[src/rtl/lspc_pkg.sv]
// LSPC register map, LSPCMODE bit layout and IRQ flag indices.
package lspc_pkg;

  localparam logic [2:0] LSPC_VRAMRW = 3'd1;
  localparam logic [2:0] LSPC_MODE   = 3'd3;
  localparam logic [2:0] LSPC_TIMERH = 3'd4;
  localparam logic [2:0] LSPC_TIMERL = 3'd5;
  localparam logic [2:0] LSPC_IRQACK = 3'd6;

  localparam int MODE_AA_SPEED_LSB = 8;
  localparam int MODE_LOAD_ZERO    = 7;
  localparam int MODE_LOAD_VBL     = 6;
  localparam int MODE_LOAD_WR      = 5;
  localparam int MODE_TM_EN        = 4;
  localparam int MODE_AA_DISABLE   = 3;

  localparam int IRQ_VBL   = 0;
  localparam int IRQ_TIMER = 1;
  localparam int IRQ_RESET = 2;

  localparam logic [2:0] IRQ_RST_VAL = 3'b100;

  typedef struct packed {
    logic load_zero;
    logic load_vbl;
    logic load_wr;
    logic en;
  } tm_mode_t;

  function automatic tm_mode_t mode_decode(
    input logic [15:0] d
  );
    tm_mode_t m;
    m.load_zero = d[MODE_LOAD_ZERO];
    m.load_vbl  = d[MODE_LOAD_VBL];
    m.load_wr   = d[MODE_LOAD_WR];
    m.en        = d[MODE_TM_EN];
    return m;
  endfunction

endpackage

[src/rtl/lspc_timer_counter.sv]
// Raster timer down-counter with load priority and zero detect.
module lspc_timer_counter
  import lspc_pkg::*;
#(
  parameter int TIMER_W = 32
) (
  input  logic               clk,
  input  logic               rst,
  input  logic               pixel_ce,
  input  logic               vbl_start,
  input  logic               load_wr,
  input  logic               load_vbl,
  input  logic               load_zero,
  input  logic [TIMER_W-1:0] load_val,
  input  logic [TIMER_W-1:0] reload,
  output logic               zero_evt
);

  logic [TIMER_W-1:0] cnt_q;
  logic [TIMER_W-1:0] cnt_d;
  logic               is_zero;

  assign is_zero  = (cnt_q == '0);
  // zero event comes from the stored count, so it fires even when a load
  // overrides the decrement in the same cycle
  assign zero_evt = pixel_ce & is_zero;

  always_comb begin
    cnt_d = cnt_q;
    if (load_wr) begin
      cnt_d = load_val;
    end else if (vbl_start && load_vbl) begin
      cnt_d = reload;
    end else if (pixel_ce) begin
      if (is_zero) begin
        cnt_d = load_zero ? reload : '1;
      end else begin
        cnt_d = cnt_q - TIMER_W'(1);
      end
    end
  end

  always_ff @(posedge clk or posedge rst) begin
    if (rst) begin
      cnt_q <= '0;
    end else begin
      cnt_q <= cnt_d;
    end
  end

endmodule

[src/rtl/lspc_mode_timer.sv]
// LSPC control registers: LSPCMODE, raster timer reload and IRQ flags.
module lspc_mode_timer
  import lspc_pkg::*;
#(
  parameter int TIMER_W = 32,
  parameter int LINE_W  = 9
) (
  input  logic              CLK,
  input  logic              RESET,
  input  logic              PIXEL_CE,
  input  logic              VBLANK_START,
  input  logic              WR_EN,
  input  logic [2:0]        ADDR,
  input  logic [15:0]       WR_DATA,
  input  logic [LINE_W-1:0] RASTER_LINE,
  input  logic              PAL_MODE,
  input  logic [2:0]        AA_COUNT,
  output logic [15:0]       RD_DATA,
  output logic [7:0]        AA_SPEED,
  output logic              AA_DISABLE,
  output logic [2:0]        IRQ_FLAGS
);

  logic [7:0]         aa_speed_q, aa_speed_d;
  logic               aa_dis_q, aa_dis_d;
  tm_mode_t           mode_q, mode_d;
  logic [TIMER_W-1:0] reload_q, reload_d;
  logic [2:0]         irq_q, irq_d;

  logic               wr_mode, wr_th, wr_tl, wr_ack;
  logic               zero_evt;
  logic [TIMER_W-1:0] load_val;
  logic [2:0]         irq_set, irq_clr;

  always_comb begin
    wr_mode = 1'b0;
    wr_th   = 1'b0;
    wr_tl   = 1'b0;
    wr_ack  = 1'b0;
    if (WR_EN) begin
      unique case (ADDR)
        LSPC_MODE:   wr_mode = 1'b1;
        LSPC_TIMERH: wr_th   = 1'b1;
        LSPC_TIMERL: wr_tl   = 1'b1;
        LSPC_IRQACK: wr_ack  = 1'b1;
        default: ;
      endcase
    end
  end

  always_comb begin
    aa_speed_d = aa_speed_q;
    aa_dis_d   = aa_dis_q;
    mode_d     = mode_q;
    reload_d   = reload_q;
    if (wr_mode) begin
      aa_speed_d = WR_DATA[MODE_AA_SPEED_LSB+:8];
      aa_dis_d   = WR_DATA[MODE_AA_DISABLE];
      mode_d     = mode_decode(WR_DATA);
    end
    if (wr_th) begin
      reload_d[TIMER_W-1:16] = WR_DATA;
    end
    if (wr_tl) begin
      reload_d[15:0] = WR_DATA;
    end
  end

  // TIMERLOW load uses the new low half with the already-held high half
  assign load_val = {reload_q[TIMER_W-1:16], WR_DATA};

  lspc_timer_counter #(
    .TIMER_W (TIMER_W)
  ) u_counter (
    .clk       (CLK),
    .rst       (RESET),
    .pixel_ce  (PIXEL_CE),
    .vbl_start (VBLANK_START),
    .load_wr   (wr_tl & mode_q.load_wr),
    .load_vbl  (mode_q.load_vbl),
    .load_zero (mode_q.load_zero),
    .load_val  (load_val),
    .reload    (reload_q),
    .zero_evt  (zero_evt)
  );

  always_comb begin
    irq_set            = '0;
    irq_set[IRQ_TIMER] = zero_evt & mode_q.en;
    irq_set[IRQ_VBL]   = VBLANK_START;
    irq_clr            = wr_ack ? WR_DATA[2:0] : 3'b000;
    // a set in the same cycle beats the acknowledge
    irq_d              = (irq_q & ~irq_clr) | irq_set;
  end

  always_ff @(posedge CLK or posedge RESET) begin
    if (RESET) begin
      aa_speed_q <= '0;
      aa_dis_q   <= 1'b0;
      mode_q     <= '0;
      reload_q   <= '0;
      irq_q      <= IRQ_RST_VAL;
    end else begin
      aa_speed_q <= aa_speed_d;
      aa_dis_q   <= aa_dis_d;
      mode_q     <= mode_d;
      reload_q   <= reload_d;
      irq_q      <= irq_d;
    end
  end

  assign RD_DATA    = {RASTER_LINE[8:0], 3'b000, PAL_MODE, AA_COUNT};
  assign AA_SPEED   = aa_speed_q;
  assign AA_DISABLE = aa_dis_q;
  assign IRQ_FLAGS  = irq_q;

endmodule

[config.mk]
export PLATFORM = sky130hd
export DESIGN_NAME = lspc_mode_timer
export DESIGN_NICKNAME = d
export VERILOG_FILES = /design/src/rtl/lspc_pkg.sv /design/src/rtl/lspc_timer_counter.sv /design/src/rtl/lspc_mode_timer.sv
export SDC_FILE = /design/constraint.sdc
export NUM_CORES = 1
export LEC_CHECK = 0
export CAP_MARGIN = 30
export CORE_UTILIZATION = 43
export DETAILED_ROUTE_END_ITERATION = 8
export PLACE_DENSITY = 0.66
export SETUP_SLACK_MARGIN = 0.5
export SLEW_MARGIN = 20
export SYNTH_ARGS = -nofsm -noshare
export SYNTH_HDL_FRONTEND = slang
export SYNTH_HIERARCHICAL = 1
export SYNTH_SLANG_ARGS = --single-unit
[constraint.sdc]
create_clock -name CLK -period 2.6 [get_ports CLK]
set_input_delay 0.52 -clock CLK [delete_from_list [all_inputs] [get_ports CLK]]
set_output_delay 0.52 -clock CLK [all_outputs]
set_load 0.01 [all_outputs]
# == Word-level counts from Yosys, hierarchy flattened ==
# Index checks and enable logic that the tools add are counted.
# classes
addsub,1
n_mul,0
div_mod_pow,0
magnitude_cmp,0
eq_ne,4
n_shift,0
n_mux,14
bitwise,6
reduce_logical,3
# op_table
cell,n
2-to-1 mux 32 bit,5
logical NOT 32 bit,1
subtractor 32 x 1 -> 32 bit (second input constant),1
== test 3 bit (second input constant),3
2-to-1 mux 1 bit,8
AND 1 bit,3
AND 3 bit,1
== test 3 x 2 -> 1 bit (second input constant),1
2-to-1 mux 3 bit,1
NOT 3 bit,1
bitwise OR 3 x 2 -> 3 bit,1
nonzero test 3 bit,1
logical AND 1 bit,1
# word_totals
ff_bits,80
latch_bits,0
mem_bits_rw,0
romBits,0
inputBits,37
output_inout_bits,28
elab_cells,38
mem_count,0

# == Longest topological paths before layout ==
# Gate-level depths: netlist of run 1.
# depth
word_depth,7
depth_mapped,10

# == Modules after synthesis ==
# The synthesis of run 1 kept the hierarchy.
# by_module_without_submodules
mod,instances,cells_per_inst,area_each_um2,seq_area_each_um2
lspc_timer_counter,1,266,2353.5,800.8
lspc_mode_timer,1,129,2024.4,1202.4

# == Least setup slack after synthesis of run 1 ==
# OpenSTA, ideal clock, no wires.
# synth_timing
kind,register to register
from,register u_counter.cnt_q[0]
to,register u_counter.cnt_q[15]
setup_ps,73
t_arrival_ps,2147
t_required_ps,2527
setup_slack_ps,379
stages_incl_launch_ff,11
period_less_slack_ps,2221
path_cell_list,dfrtp_1 inv_1 ha_1 or4b_2 nor4_4 and3_1 or2_1 buf_6 buf_12 o22ai_2 a21oi_2
# synth_between
elab_chain_cells,5
word_cells_on_any_way,6
classes_between,add/sub (1); mux (4); reduce/logical (1)
# synth_lines
element,line,source
"start, declared",lspc_timer_counter.sv:19,logic [TIMER_W-1:0] cnt_q;
"start signal, assigned",lspc_timer_counter.sv:47,cnt_q <= cnt_d;
subtractor 32 x 1 -> 32 bit / logical NOT 32 bit (equally long branches),"lspc_timer_counter.sv:38, lspc_timer_counter.sv:23",
2-to-1 mux 32 bit (*),lspc_timer_counter.sv:35,if (is_zero) begin
2-to-1 mux 32 bit (*),lspc_timer_counter.sv:34,end else if (pixel_ce) begin
2-to-1 mux 32 bit (*),lspc_timer_counter.sv:32,end else if (vbl_start && load_vbl) begin
2-to-1 mux 32 bit (*),lspc_timer_counter.sv:30,if (load_wr) begin
# Every way passes the cells marked *; elsewhere a longest branch is shown, timed or not. The select of a mux whose other input is x is not followed.
# A chain may end at the register's enable or synchronous reset.

# == Worst setup path in the final report of run 1 ==
# layout_timing
from,register u_counter.cnt_q[1]
to,register u_counter.cnt_q[0]
# layout_between
elab_chain_cells,5
# layout_lines
element,line,source
logical NOT 32 bit,lspc_timer_counter.sv:23,assign is_zero = (cnt_q == '0);
2-to-1 mux 32 bit,lspc_timer_counter.sv:35,
2-to-1 mux 32 bit,lspc_timer_counter.sv:34,
2-to-1 mux 32 bit,lspc_timer_counter.sv:32,
2-to-1 mux 32 bit,lspc_timer_counter.sv:30,
# No other way between the ends. The select of a mux whose other input is x is not followed.

==> impl_metrics.toml, run 1 <==
[status]
status = "finished, final reports clean"

[critical_path]
path_max_fanout = 5
cp.buffers_inverters = 2
endpoint_kind = "flop"
critPathLaunchType = "flop"
worst_ep_arrival_time_ps = 2630
crit_required_ps = 2900
cp_cell_sequence = "inv_2 -> ha_4 -> or4b_4 -> nor4_4 -> and3_4 -> or2_4 -> buf_6 -> o221ai_1 -> nand2_1"
setup.worst_path.class = "flop to flop"
crit_cells = 9
slowest_stage = "or4b_4"
critPathMaxStageDelay_ps = 490
r2r_cells = 9
critPathTopFamily = "simple AND/OR/NAND/NOR gates"

[placement]
gp_congestion = 0.864
dpl.hpwl_mm = 7.47
placed_area_sq_um = 4870
io_buffers = 35
place_inst = 552

[pwr]
ir_drop_uv = 423
leakage_nw = 2.18
power_density_nw_per_um2 = 859

[grt]
grt_use_met2_pct = 36.4
gr-total-overflow = 0
grt_antenna_before_repair = 0
use_met1_pct = 34.2
globalRouteMet3Util_pct = 5.42
grt_pass1_vias = 3504
grtUsageTotal_pct = 24.2
top_usage_layer = "met2"
grt_pass1_wl_mm = 18.9
grt_max_degree = 33

[clocking]
cts_buffers = 9
clock_latency_ps = 360
cts_root_buf = "clkbuf_8"
clk_pin_slew_ps = 80
clockBufferDepth = 2
htree_levels = 3
cts_tree = "yes"
postCtsHoldBufs = 0
clock_sinks = 80

[flow_run]
maxCapViolCount = 0

[cells_and_area]
antennaDiodeCount = 0
area_growth_pct = 24.3
stdcell_count = 588
drive_gt1_share_pct = 35.6
fin_area_sq_um = 5440
nNetsFinal = 489

[floorplanning]
rows = 36
die_x_um = 103
io_pins = 65
core_sq_um = 9820
die_h_um = 103
start_util_pct = 44.6
dieArea_sq_um = 10600

[detailed_routing]
avgViaCountPerCell = 5.96
routed-via-count = 3504
postRouteWirelength_mm = 11.9
dr.first_iter.drc_count = 299
wl_per_cell_um = 20.3
drc_errors = 0
ant_nets = 0
firstDrtPassIters = 5

[synthesis]
synthArstFlopShare_pct = 100
ys.flop_type = "dfrtp_1"
synthCells = 395
synth_area_per_cell_sq_um = 11.1
mappedNetlistArea_sq_um = 4380
seq_area_frac_synth_pct = 45.8
ys_ff_latch = 80
synth-edff-count = 0
yosysWarningCount = 6
synth.distinct_cells = 62

[sta]
slew_violations = 0
finalClockSkew_ps = 8.03
rsz0062_at_grt = "true"
tns_ps = 0
relSlewSlack_pct = 54.5
setup_viol = 0
max_freq_mhz = 429
fin_crit_ps = 2330
holdWs_ps = 480
worstMarginPinSlew_ps = 682
fin_crit_sh_pct = 89.7
hold_violations = 0

[hold_path]
hp-class = "flop to flop"
min_path_cells = 1
power by group:
| part | switching, W | internal, W |
|---|---|---|
| logic | 0.000768 | 0.000836 |
| registers | 0.000470 | 0.00162 |
| clock network | 0.000444 | 0.000539 |
layout make-up:
class,instances,area [sq um]
clock buffer,12,135
clock inverter,4,70.1
fill,875,4380
inverter,9,33.8
multi-input combinational,276,2350
sequential,80,2010
tap,133,166
timing repair buffer,74,679
worst paths after layout:
kind | startpoint | to | slack [ps]
worst max-delay path | u_counter/cnt_q[1] | u_counter/cnt_q[0] | 270
worst min register to register | IRQ_FLAGS[2] | IRQ_FLAGS[2] | 480
worst min-delay path | IRQ_FLAGS[2] | IRQ_FLAGS[2] | 480
max in group asynchronous | RESET | reload_q[31] | 1510
min in group asynchronous | RESET | reload_q[24] | 550
worst max register to register | u_counter/cnt_q[1] | u_counter/cnt_q[0] | 270
cell families (layout without fill, tap and decap cells):
| kind of cell | Yosys count | in the layout | synth area share [%] |
|---|---|---|---|
| adders and majority gates | 2 | 2 | 0.572 |
| muxes | 46 | 46 | 12.7 |
| buffers and inverters | 44 | 99 | 6.54 |
| and+or+nand+nor | 108 | 108 | 14.6 |
| xor gates and xnor gates | 22 | 22 | 4.40 |
| AOI/OAI and AO/OA | 92 | 95 | 15.3 |
| other | 1 | 3 | 0.0857 |
| DFF | 80 | 80 | 45.8 |
stage by stage:
| stage | total power [W] | util (%) | setup WS, ps |
|---|---|---|---|
| 3_3_place_gp | 0.00331 | 49.6 | 126 |
| 3_5_place_dp | 0.00336 | 49.6 | 90.0 |
| 6_report | 0.00467 | 55.4 | 268 |
| 5_1_grt | 0.00494 | 55.4 | 228 |
| 4_1_cts | 0.00451 | 53.8 | 367 |
| 2_1_floorplan | 0.00292 | - | 487 |
timing repair:
item,4_1_cts,5_1_grt
gates cloned,3,0
pin swaps,14,18
buffers inserted,11,6
endpoints found under the setup margin,33,33
gates resized for setup,26,28
cells in the mapped netlist, types with 2 or more instances:
| cell type | count | area share, % |
|---|---|---|
| a31oi_1 | 7 | 1.0 |
| a21oi_1 | 4 | 0.46 |
| o22ai_1 | 13 | 1.9 |
| or3_1 | 3 | 0.43 |
| xnor2_1 | 10 | 2.0 |
| clkbuf_1 | 8 | 0.69 |
| mux2_4 | 10 | 3.4 |
| buf_4 | 18 | 3.1 |
| nor3_1 | 17 | 1.9 |
| nand3_1 | 2 | 0.23 |
| mux2_2 | 35 | 9.0 |
| a22oi_1 | 20 | 3.4 |
| buf_2 | 5 | 0.57 |
| nand4_1 | 2 | 0.29 |
| and2_1 | 4 | 0.57 |
| dfrtp_1 | 79 | 45 |
| o21ai_0 | 10 | 1.1 |
| o41ai_1 | 2 | 0.40 |
| nor4_1 | 8 | 1.1 |
| a211oi_1 | 9 | 1.5 |
| buf_12 | 2 | 0.91 |
| a21oi_2 | 2 | 0.40 |
| buf_6 | 2 | 0.51 |
| nor3b_1 | 2 | 0.34 |
| o211ai_1 | 4 | 0.69 |
| or4_4 | 2 | 0.51 |
| o221ai_1 | 10 | 2.0 |
| inv_1 | 9 | 0.77 |
| or4_1 | 3 | 0.51 |
| nand2_1 | 28 | 2.4 |
| o31ai_1 | 2 | 0.34 |
| xor2_1 | 12 | 2.4 |
| nor2_1 | 21 | 1.8 |
| ha_1 | 2 | 0.57 |
flip-flops by register name, summed over array words and instances (netlist names):
signal,cells
reload_q,32
u_counter/cnt_q,32
AA_SPEED,8
mode_q,4
IRQ_FLAGS,3
AA_DISABLE,1
cell usage in the layout (no fill, tap or decap), types with 4 or more instances in the layout:
cell type / count
dfrtp_2: 4
xnor2_1: 10
o211ai_1: 4
or4_4: 4
mux2_4: 10
clkdlybuf4s50_1: 35
nand2_1: 27
o21ai_1: 7
o22ai_1: 11
a22oi_1: 20
nor3_1: 15
xor2_1: 12
nor4_1: 5
buf_4: 35
a211oi_2: 10
a21oi_1: 4
o221ai_2: 8
nor2_1: 20
dfrtp_1: 75
a21oi_4: 4
a31oi_1: 7
clkbuf_8: 9
mux2_2: 35
inv_1: 6
layer usage:
layer	part of all wire (%)	wire length, um	up-vias
li1	-	-	1591
met1	44	5230	1744
met2	46	5540	148
met3	7.6	904	21
met4	2.0	240	0
met5	0	0	-
(Power assumes the default switching activity.)
==> inputs of run 2 (changes only) <==
--- a/config.mk
+++ b/config.mk
@@ -8,7 +8,7 @@
 export CAP_MARGIN = 30
 export CORE_UTILIZATION = 43
 export DETAILED_ROUTE_END_ITERATION = 8
-export PLACE_DENSITY = 0.66
+export PLACE_DENSITY = 0.7
 export SETUP_SLACK_MARGIN = 0.5
 export SLEW_MARGIN = 20
 export SYNTH_ARGS = -nofsm -noshare
==> run 2 against run 1 <==
Against the previous run: wire length is 0.24% higher; via count increased by 1.0%; clock-buffer cell count is 1 lower; final area is 2.0% higher; sequential power barely moved; total power grew 3.6%.
==> impl_metrics.toml, run 2 (same netlist as run 1, synthesis figures left out) <==
[status]
status = "finished, final reports clean"

[critical_path]
cp_common_cell = "buf_4"
critPathLaunchType = "flop"
cp_cell_sequence = "inv_2 -> ha_4 -> or4b_4 -> nor4_4 -> buf_4 -> a31oi_1 -> buf_4 -> a31oi_4 -> o21ai_1 -> nand2_1"
setup.worst_path.class = "flop to flop"
rr_endpoint = "u_counter/cnt_q[13]"
r2r_cells = 10
critPathMaxStageDelay_ps = 490
r2r-start = "u_counter/cnt_q[0]"
endpoint_kind = "flop"
crit_path_end = "u_counter/cnt_q[13]"
r2r_slack_ps = 240
slowest_stage = "or4b_4"
crit_path_start = "u_counter/cnt_q[0]"
path_max_fanout = 7
worst_ep_arrival_time_ps = 2650
crit_required_ps = 2900

[sta]
slew_violations = 0
worstMarginPinSlew_ps = 733
fin_crit_sh_pct = 90.6
relSlewSlack_pct = 51.0
tns_ps = 0
setup_viol = 0
fin_crit_ps = 2360
rsz0062_at_grt = "true"
finalClockSkew_ps = 7.58
max_freq_mhz = 424
hold_violations = 0

[floorplanning]
die_h_um = 103
dieArea_sq_um = 10600
rows = 36
start_util_pct = 44.6
die_x_um = 103
core_sq_um = 9820
io_pins = 65

[pwr]
ir_drop_uv = 532
total_power_w = 0.00484
power_density_nw_per_um2 = 873
leakage_nw = 2.21

[placement]
gp_congestion = 0.879
dpl.hpwl_mm = 7.30
placed_area_sq_um = 4860
io_buffers = 35

[cells_and_area]
drive_gt1_share_pct = 38.0
fill_cells = 873
multiInputGateArea_sq_um = 2420
nNetsFinal = 492
seq_area_sq_um = 2010
final_cell_mix = "dfrtp_1 (75), buf_4 (38), mux2_2 (35), clkdlybuf4s50_1 (35), nand2_1 (26)"
final_common_cell = "dfrtp_1"
area_growth_pct = 26.8
fin_area_sq_um = 5550
antennaDiodeCount = 0

[clocking]
cts_root_buf = "clkbuf_8"
cts_buffers = 9
cts_tree = "yes"
clockBufferDepth = 2
clock_latency_ps = 360
clock_sinks = 80
postCtsHoldBufs = 0
clk_pin_slew_ps = 80
htree_levels = 3

[detailed_routing]
postRouteWirelength_mm = 11.9
wl_per_cell_um = 20.2
avgViaCountPerCell = 5.99
dr.first_iter.drc_count = 272
ant_nets = 0
firstDrtPassIters = 5
drc_errors = 0
routed-via-count = 3539

[flow_run]
maxCapViolCount = 0

[grt]
grtUsageTotal_pct = 23.8
grt_antenna_before_repair = 0
grt_max_degree = 49
grt_pass1_wl_mm = 18.6
gr-total-overflow = 0
grt_pass1_vias = 3506

[hold_path]
hp-class = "flop to flop"
==> run 2: changes by cell type in the layout (fill, tap and decap cells not counted), sizes merged <==
cell	previous run	this run
buf	39	42
clkinvlp	0	2
clkinv	2	1
clkbuf	12	11
==> run 2: routing by layer <==
metal	vias to the layer above	track usage, %	share of wire [%]
met5	-	0	0
met4	0	9.32	2.5
met3	33	5.76	6.7
met2	144	37.3	48
met1	1769	32.0	43
li1	1593	-	-
==> run 2: worst min-delay path by stage <==
stage                             from  slack [ps]  cells past startpoint            endpoint
after global routing      IRQ_FLAGS[2]         500                      1        IRQ_FLAGS[2]
after floorplan            reload_q[1]         470                      2  u_counter/cnt_q[1]
after global placement    IRQ_FLAGS[2]         470                      1        IRQ_FLAGS[2]
after detailed placement  IRQ_FLAGS[2]         480                      1        IRQ_FLAGS[2]
final                     IRQ_FLAGS[2]         490                      1        IRQ_FLAGS[2]
after CTS                 IRQ_FLAGS[2]         490                      1        IRQ_FLAGS[2]
==> run 2: worst max-delay path, delay by kind of cell (launching register included) <==
kind,cells,cell delay (ps)
AND/OR/NAND/NOR,3,900
buffers and inverters,3,480
flip-flops,1,420
AO/OA/AOI/OAI,3,370
adder cells (fa/ha/maj),1,130
==> run 2: what timing repair did <==
| item | 4_1_cts | 5_1_grt |
|---|---|---|
| endpoints found under the setup margin | 32 | 33 |
| resized for setup | 22 | 43 |
| setup buffers | 13 | 8 |
| pin swaps | 9 | 28 |
| gates cloned | 3 | 0 |
==> run 2: report_power, final <==
group          switching, W  internal, W  leakage, nW
sequential         0.000474      0.00162        0.942
clock              0.000457     0.000565        0.106
combinational      0.000816     0.000914         1.16
==> run 2: final cells by class <==
class,instances,share of cell area (%)
multi-input combinational,276,43.6
sequential,80,36.2
timing repair buffer,77,12.6
tap,133,3.00
clock buffer,11,2.55
clock inverter,5,1.44
inverter,9,0.609
==> run 2: metrics by stage <==
step	setup WS [ps]	hold WS, ps	utilization (%)	std cells
floorplan	487	465	-	397
global placement	0.474	470	49.4	550
detailed placement	-27.5	475	49.5	551
CTS	380	487	54.2	583
global route	151	501	56.5	591
finish	244	488	56.5	591
==> inputs of run 3 (changes only) <==
--- a/config.mk
+++ b/config.mk
@@ -10,8 +10,6 @@
 export DETAILED_ROUTE_END_ITERATION = 8
 export PLACE_DENSITY = 0.7
 export SETUP_SLACK_MARGIN = 0.5
-export SLEW_MARGIN = 20
 export SYNTH_ARGS = -nofsm -noshare
 export SYNTH_HDL_FRONTEND = slang
-export SYNTH_HIERARCHICAL = 1
 export SYNTH_SLANG_ARGS = --single-unit
==> run 3 against run 2 <==
Against the previous run: total power shrank 5.1%; synthesized area is 1.3% lower; non-clock buffer count up 4; utilization up 1.5 points; final area up 2.2%; clock power is 12% lower; first-iteration DRC count shrank 13%; critical endpoint is now u_counter.cnt_q[10]; highest routed layer unchanged.
==> impl_metrics.toml, run 3 <==
[status]
status = "finished, final reports clean"

[grt]
grtUsageTotal_pct = 26.1
grt_pass1_wl_mm = 20.0
grt_max_degree = 37
grt_pass1_vias = 3845
gr-total-overflow = 0
grt_antenna_before_repair = 0

[critical_path]
worst_ep_arrival_time_ps = 2610
crit_required_ps = 2840
setup.worst_path.class = "flop to flop"
r2r-start = "u_counter.cnt_q[18]"
crit_path_start = "u_counter.cnt_q[18]"
critPathLaunchType = "flop"
endpoint_kind = "flop"
path_max_fanout = 8

[detailed_routing]
ant_nets = 0
avgViaCountPerCell = 5.90
postRouteWirelength_mm = 12.6
routed-via-count = 3805
wl_per_cell_um = 19.5
drc_errors = 0
firstDrtPassIters = 5
dr.first_iter.drc_count = 238

[clocking]
postCtsHoldBufs = 0
clock_latency_ps = 370
clk_pin_slew_ps = 80
cts_tree = "yes"
htree_levels = 3
clock_sinks = 80
cts_buffers = 9
cts_root_buf = "clkbuf_8"
clockBufferDepth = 2

[floorplanning]
io_pins = 65
die_h_um = 102
rows = 36
start_util_pct = 44.2
die_x_um = 102
core_sq_um = 9770
dieArea_sq_um = 10500

[hold_path]
hp-start = "IRQ_FLAGS[2]"
hp-class = "flop to flop"

[pwr]
internal-power_w = 0.00289
p_switching_w = 0.00171
netSwitchingFraction_pct = 37.1
clkPwrFrac_pct = 19.5
combPwrFrac_pct = 36.3
total_power_w = 0.00460
seqPwrFrac_pct = 44.2
ir_drop_uv = 501
leakage_nw = 2.30
power_density_nw_per_um2 = 811

[placement]
io_buffers = 35
dpl.hpwl_mm = 8.39
gp_congestion = 0.934

[sta]
worstMarginPinSlew_ps = 801
relSlewSlack_pct = 46.0
max_freq_mhz = 421
fin_crit_sh_pct = 91.4
setup_viol = 0
finalClockSkew_ps = 8.56
tns_ps = 0
slew_violations = 0
rsz0062_at_grt = "true"
hold_violations = 0
fin_crit_ps = 2380

[cells_and_area]
final_cell_mix = "dfrtp_1 (76), nand2_1 (63), clkdlybuf4s50_1 (35), buf_4 (35), mux2_2 (29)"
fill_cells = 827
seq_area_sq_um = 2010
drive_gt1_share_pct = 32.4
multiInputGateArea_sq_um = 2520
antennaDiodeCount = 0
area_growth_pct = 31.2
nNetsFinal = 546
finish.utilization_pct = 58.0
final_common_cell = "dfrtp_1"

[synthesis]
seq_area_frac_synth_pct = 46.4
ys.flop_type = "dfrtp_1"
yosysTopAreaCellShare_pct = 45.7
synth_top_family_by_area = "simple AND/OR/NAND/NOR gates"
synth.area.top_cells = "dfrtp_1 (46%), mux2_2 (7.6%), nand2_1 (5.6%)"
synth_area_per_cell_sq_um = 9.65
synthCells = 448
synth_most_common_cell = "dfrtp_1"
mappedNetlistArea_sq_um = 4320
synth_adder_area_share_pct = 0.579
yosys.area.top_type = "dfrtp_1"
synth.distinct_cells = 61
synth-xor-area-share_pct = 2.84
yosysWarningCount = 0
synthArstFlopShare_pct = 100
synth-simple-area-share_pct = 23.9
synth-edff-count = 0
synth_compound_area_share_pct = 13.6
ys_ff_latch = 80
synth_mux_area_share_pct = 7.56
synth.cells.most_frequent = "dfrtp_1 (79), nand2_1 (65), nor2_1 (35)"

[flow_run]
maxCapViolCount = 0
[run 3: cell types whose count changed in the layout (fill, tap and decap cells not counted), sizes merged, moves of 7 or more]
cell	delta
nand2	+39
mux2	-16
nor2	+13
a22oi	-11
nand3	+10
or3	+9
o21ai	+8
nor3	+7
o221ai	-7
[run 3: kinds of logic (layout without fill, tap and decap cells)]
family / Yosys count / after routing
AND/OR/NAND/NOR: 194 / 194
AO/OA/AOI/OAI: 87 / 88
flip-flops: 80 / 80
buffers and inverters: 41 / 102
multiplexers: 29 / 29
XOR/XNOR: 14 / 14
adder cells (fa/ha/maj): 2 / 2
other: 1 / 3
[run 3: critical path, cell delays in order, from the launching register on]
cell	delay, ps
dfrtp_2	450
buf_6	130
or4_4	580
nor3_4	220
nor2b_4	320
a31oi_4	230
nor3b_2	250
a211oi_2	70
[run 3: path summary, 6_finish.rpt]
| path | cells after the start | endpoint | slack [ps] |
|---|---|---|---|
| worst max-delay path | 7 | u_counter.cnt_q[10] | 220 |
| worst min-delay path | 1 | IRQ_FLAGS[2] | 480 |
| worst max register to register | 7 | u_counter.cnt_q[10] | 220 |
| worst min register to register | 1 | IRQ_FLAGS[2] | 480 |
| max in group asynchronous | 3 | u_counter.cnt_q[25] | 1460 |
| min in group asynchronous | 2 | u_counter.cnt_q[0] | 560 |
[run 3: final cells by class]
type	instances	area share, %
clock inverters	4	0.794
repair buffers	81	13.7
flip-flops and latches	80	35.4
well taps	133	2.93
inverters	5	0.397
clock buffers	12	2.38
multi-input cells	330	44.4
[run 3: routing by layer]
| layer | track usage, % | share of wire, % |
|---|---|---|
| met1 | 33.3 | 40 |
| met3 | 4.65 | 6.3 |
| met2 | 42.0 | 50 |
| met5 | 0 | 0 |
| met4 | 14.3 | 3.8 |
[run 3: power groups by stage]
stage / combinational (W) / clock [W] / sequential, W
floorplan: 0.000876 / 0 / 0.00194
global placement: 0.00119 / 0 / 0.00201
detailed placement: 0.00122 / 0 / 0.00203
CTS: 0.00156 / 0.000923 / 0.00201
global route: 0.00182 / 0.000964 / 0.00209
finish: 0.00167 / 0.000896 / 0.00203
[run 3: what timing repair did]
item,4_1_cts,5_1_grt
cloned,1,0
buffers inserted,20,2
pin swaps,34,10
resized for setup,66,26
setup endpoints to repair,33,32
[run 3: per-stage QoR]
stage,instances,setup slack (ps),instance area (sq um),hold slack (ps)
after floorplan,450,432,4380,440
after global placement,606,129,4910,464
after CTS,643,306,5540,487
after detailed placement,606,31.5,4910,458
final,645,224,5670,483
after global routing,645,161,5670,502
